[src/rtl/video_timing_generator.sv]
// Free-running raster timing source: one pixel per clock, registered strobes and coordinates.
// Defaults produce 640x480@60 (800x525 total) with active-low syncs.
module video_timing_generator #(
  parameter int H_VISIBLE = 640,
  parameter int H_FRONT   = 16,
  parameter int H_SYNC    = 96,
  parameter int H_BACK    = 48,
  parameter int V_VISIBLE = 480,
  parameter int V_FRONT   = 10,
  parameter int V_SYNC    = 2,
  parameter int V_BACK    = 33,
  localparam int H_TOTAL  = H_VISIBLE + H_FRONT + H_SYNC + H_BACK,
  localparam int V_TOTAL  = V_VISIBLE + V_FRONT + V_SYNC + V_BACK,
  localparam int HW       = $clog2(H_TOTAL),
  localparam int VW       = $clog2(V_TOTAL)
) (
  input  logic          clk_i,
  input  logic          rst_n_i,
  output logic          visible_o,
  output logic          hsync_n_o,
  output logic          vsync_n_o,
  output logic          end_of_line_o,
  output logic          end_of_frame_o,
  output logic [HW-1:0] x_o,
  output logic [VW-1:0] y_o,
  output logic [7:0]    frame_o
);

  localparam logic [HW-1:0] H_VIS_END    = HW'(H_VISIBLE);
  localparam logic [HW-1:0] H_SYNC_START = HW'(H_VISIBLE + H_FRONT);
  localparam logic [HW-1:0] H_SYNC_END   = HW'(H_VISIBLE + H_FRONT + H_SYNC);
  localparam logic [HW-1:0] H_LAST       = HW'(H_TOTAL - 1);
  localparam logic [VW-1:0] V_VIS_END    = VW'(V_VISIBLE);
  localparam logic [VW-1:0] V_SYNC_START = VW'(V_VISIBLE + V_FRONT);
  localparam logic [VW-1:0] V_SYNC_END   = VW'(V_VISIBLE + V_FRONT + V_SYNC);
  localparam logic [VW-1:0] V_LAST       = VW'(V_TOTAL - 1);

  logic [HW-1:0] h;
  logic [VW-1:0] v;
  logic [7:0]    frame_cnt;
  logic          h_last;
  logic          v_last;

  assign h_last = (h == H_LAST);
  assign v_last = (v == V_LAST);

  // No back-pressure: downstream consumes exactly one pixel per clock, always.
  // Outputs decode the counters as held before the edge, so every output
  // (including frame_o) describes the same pixel.
  always_ff @(posedge clk_i) begin
    if (!rst_n_i) begin
      h              <= '0;
      v              <= '0;
      frame_cnt      <= '0;
      visible_o      <= 1'b0;
      hsync_n_o      <= 1'b1;
      vsync_n_o      <= 1'b1;
      end_of_line_o  <= 1'b0;
      end_of_frame_o <= 1'b0;
      x_o            <= '0;
      y_o            <= '0;
      frame_o        <= '0;
    end else begin
      visible_o      <= (h < H_VIS_END) && (v < V_VIS_END);
      hsync_n_o      <= !((h >= H_SYNC_START) && (h < H_SYNC_END));
      vsync_n_o      <= !((v >= V_SYNC_START) && (v < V_SYNC_END));
      end_of_line_o  <= h_last;
      end_of_frame_o <= h_last && v_last;
      x_o            <= h;
      y_o            <= v;
      frame_o        <= frame_cnt;

      if (h_last) begin
        h <= '0;
        if (v_last) begin
          v         <= '0;
          frame_cnt <= frame_cnt + 8'd1;
        end else begin
          v <= v + 1'b1;
        end
      end else begin
        h <= h + 1'b1;
      end
    end
  end

endmodule

[config.mk]
export PLATFORM = sky130hd
export DESIGN_NAME = video_timing_generator
export DESIGN_NICKNAME = d
export VERILOG_FILES = /design/src/rtl/video_timing_generator.sv
export SDC_FILE = /design/constraint.sdc
export NUM_CORES = 1
export LEC_CHECK = 0
export CAP_MARGIN = 10
export CORE_MARGIN = 8
export CORE_UTILIZATION = 52
export CTS_CLUSTER_SIZE = 25
export DETAILED_ROUTE_END_ITERATION = 10
export GPL_ROUTABILITY_DRIVEN = 1
export MAX_ROUTING_LAYER = met4
export PLACE_DENSITY_LB_ADDON = 0.3
export SETUP_SLACK_MARGIN = 0.1
export SKIP_CTS_REPAIR_TIMING = 1
export SKIP_LAST_GASP = 1
export SYNTH_ARGS = -nofsm -noshare
export SYNTH_HDL_FRONTEND = slang
export SYNTH_SLANG_ARGS = --single-unit
[constraint.sdc]
create_clock -name clk_i -period 2.93 [get_ports clk_i]
set_input_delay 0.7325 -clock clk_i [delete_from_list [all_inputs] [get_ports clk_i]]
set_output_delay 0.7325 -clock clk_i [all_outputs]
set_load 0.01 [all_outputs]
After elaboration in Yosys (flattened, before gate mapping) --
Index checks and enable logic that the tools add are counted.
Storage, ports and cells: flip-flop bits (word level) 61, bits of input ports 2, output and inout port bits 33, logic and storage cells 32
Operators by class: $add $sub $neg 3, $lt $le $gt $ge 6, equality and inequality tests 2, muxes and demuxes 1, bitwise gates (word level) 1, reductions and logical operators 8
Operator list (number):
- $add 10x1->10 const B | 2
- $eq 10x10->1 const B | 2
- $lt 10x10->1 const B | 2
- $lt 10x9->1 const B | 2
- $ge 10x10->1 const B | 1
- $ge 10x9->1 const B | 1
- $mux 10 | 1
- $add 8x1->8 const B | 1
- $logic_and 1x1->1 | 4
- $logic_not 1->1 | 2
- $reduce_and 2->1 | 1
- $reduce_or 2->1 | 1
- $not 1->1 | 1

Longest topological paths before layout --
word-level depth 3, gate-level depth with buffers 8, depth with buffers taken out 6

Worst setup path after synthesis --
No wires, ideal clock.
path kind flip-flop to flip-flop, from register h[5], to register frame_cnt[7], library setup time 121 ps, arrival 2048 ps, data required time 2809 ps, path slack 762 ps, cell stages (with the launch flop) 8, buffers on the path 3, period minus slack after synthesis 2168 ps, cell sequence dfxtp_1 -> buf_6 -> or3_1 -> buf_2 -> or3_4 -> buf_6 -> nor4_1 -> mux2_2
On the way: longest elaborated chain between the ends 2
RTL lines:
- start, declared | line 38 | logic [HW-1:0] h;
- start signal, assigned | line 82 | h <= h + 1'b1;
- $eq 10x10->1 | line 44 | assign h_last = (h == H_LAST);
- $reduce_and 2->1 (no line)
- end signal, assigned | line 77 | frame_cnt <= frame_cnt + 8'd1;
- end, declared | line 40 | logic [7:0] frame_cnt;
No other way between the ends. A chain may end at the register's enable or synchronous reset.

Final worst setup path --
from register v[1], to register frame_cnt[7]
On the way: longest elaborated chain between the ends 2
RTL lines:
- start, declared | line 39 | logic [VW-1:0] v;
- start signal, assigned | line 79 | v <= v + 1'b1;
- $eq 10x10->1 | line 45 | assign v_last = (v == V_LAST);
- $reduce_and 2->1 (no line)
No other way between the ends.

==> out/qor.csv <==
metric,value,unit
worst_slack,606,ps
crit_path_start_kind,register,
rows,24,
num_vias,1695,
gr-total-overflow,0,
stdcell_count,323,
drt-vias-per-instance,5.25,
rr_startpoint,v[1],
power,1.58,mW
numCtsBuffers,9,
grt_pass1_wl,7290,um
track_usage,14.9,%
htreeDepth,3,
grt_pass1_vias,1535,
cp-end-kind,register,
p_per_area,566,nW/um^2
leakage,1.00,nW
syn_to_final_growth,24.6,%
die_y,81.7,um
hold_violations,0,
ir_worst_vdd,415,uV
setup_tns,0,ps
worstRegToRegCells,6,
post_drt_wl_per_cell,13.6,um
dr.pass1.iters,4,
post-route-period-util,79.3,%
clkTransAtPathRegs,60,ps
ioPinCount,35,
maxSlewHeadroom,38.8,%
hold_end,h[0],
min_from,h[0],
dp_cells,307,
fmax,0.430,GHz
ys_ff_latch,61,
reg2reg_to,frame_cnt[7],
start_util,52.7,%
period_needed,2320,ps
setup_violations,0,
critPathArrivalTime,2550,ps
nets,273,
holdWs,475,ps
ff2ff_setup_slack,610,ps
dpl-instance-area,2610,sq um
drt_iter0_drc,111,
async_reset_ff_share,0,%
dieArea,6680,sq um
final_cell_mix,"dfxtp_1, clkdlybuf4s50_1, nor2_1",
required,3160,ps
register_area,1220,sq um
antenna_found_initial,0,
cts_sinks,61,
fill_cells,351,
status,completed,
die_w,81.7,um
path_max_fanout,17,
final_cell_area,2800,sq um
hpwl,3000,um
avgSynthCellArea,9.76,sq um
drc,0,
crit_path_max_incr_delay,520,ps
crit_type,register to register,
yosysUniqueCellTypes,34,
insertion_delay,340,ps
crit_chain,inv_1 > ha_1 > nor4bb_1 > nand4_1 > nor4_1 > mux2_2,
grt_max_degree,30,
drv_slew,0,
portBuffers,34,
cp_slowest_cell,nand4_1,
cts_tree,built,
maxCapViolCount,0,
drtAntennaViolNets,0,
place_congestion,0.854,
synth_ff_type,dfxtp_1,
synth_area,2250,sq um
synth_warnings,0,
drive_gt1_share,7.75,%
diodes,0,
synth_fp_nets,237,
clockBufferDepth,2,
totalWireLength,4390,um
synth_enable_flop_cells,0,
min_path_cells,1,
place_ws,617,ps
cts-root-buf,clkbuf_8,
final_common_cell,dfxtp_1,
tightest_slew,910,ps
grt_setup_unrepaired,no,
postLayoutCoreUtil,65.6,%
ys_seq_area_share,54.4,%
finClkSkew,3.98,ps
netlist_instances,230,
hp-class,register to register,
core,4260,sq um
multi_input_area,940,sq um
==> synth_stat cells, types with 2 or more instances <==
cell type  instances  area [sq um]
dfxtp_1           61          1220
nor2_1            25          93.8
and2_1            24           150
nand3_1           12          60.1
nand2_1           11          41.3
a21oi_1            9          45.0
xnor2_1            9          78.8
nor3_1             8          40.0
clkbuf_1           7          26.3
inv_1              6          22.5
nor4_1             6          37.5
o31ai_1            6          45.0
ha_1               5          62.6
nand4_1            5          31.3
or4_1              5          37.5
xor2_1             4          35.0
and3_1             3          18.8
o21ai_0            3          15.0
and4_1             2          17.5
buf_6              2          22.5
mux2_2             2          22.5
mux2i_1            2          20.0
o41ai_1            2          17.5
==> state kept, by name, summed over array words and instances, names as in the netlist <==
signal / flops
y_o: 10
hsync_n_o: 1
h: 10
visible_o: 1
vsync_n_o: 1
v: 10
end_of_line_o: 1
frame_o: 8
end_of_frame_o: 1
frame_cnt: 8
x_o: 10
==> critical path: cells and delay by family (launching register included) <==
family                     cells  cell delay [ps]
buffers and inverters          1              110
muxes                          1              370
DFF                            1              350
adders and majority gates      1              140
and+or+nand+nor                3             1250
==> worst max path at each step <==
stage	startpoint	end	slack (ps)	depth (start not counted)
6_report	v[1]	frame_cnt[7]	610	6
5_1_grt	v[1]	frame_cnt[7]	440	6
4_1_cts	v[1]	frame_cnt[7]	620	6
3_5_place_dp	h[0]	frame_cnt[7]	620	5
3_3_place_gp	v[1]	frame_cnt[7]	750	6
2_1_floorplan	h[5]	frame_cnt[7]	760	7
==> per-layer routing <==
layer | vias to the layer above | GRT usage [%] | share of wire (%)
met4 | 0 | 8.77 | 2.3
met3 | 11 | 6.35 | 7.9
met1 | 768 | 17.7 | 46
met2 | 51 | 20.4 | 44
li1 | 865 | - | -
met5 | - | - | 0
==> where the power goes <==
| part | switching (mW) | total, mW | leakage [nW] | internal, mW |
|---|---|---|---|---|
| logic | 0.0204 | 0.0333 | 0.407 | 0.0129 |
| clock network | 0.301 | 0.710 | 0.103 | 0.410 |
| registers | 0.00542 | 0.841 | 0.493 | 0.836 |
==> cell type report <==
| class | instances | share of cell area [%] |
|---|---|---|
| inverters | 7 | 0.939 |
| well taps | 52 | 2.32 |
| flip-flops and latches | 61 | 43.6 |
| clock buffers | 11 | 5.05 |
| repair buffers | 36 | 12.7 |
| multi-input cells | 151 | 33.6 |
| clock inverters | 5 | 1.79 |
==> kinds of logic after synthesis <==
family                     after synthesis  share of synthesized area, %
AOI/OAI and AO/OA                       21                          5.68
xor gates and xnor gates                13                          5.07
and+or+nand+nor                        108                          26.4
adders and majority gates                5                          2.79
buffers and inverters                   18                          3.79
muxes                                    4                          1.89
DFF                                     61                          54.4
(Power assumes the default switching activity.)
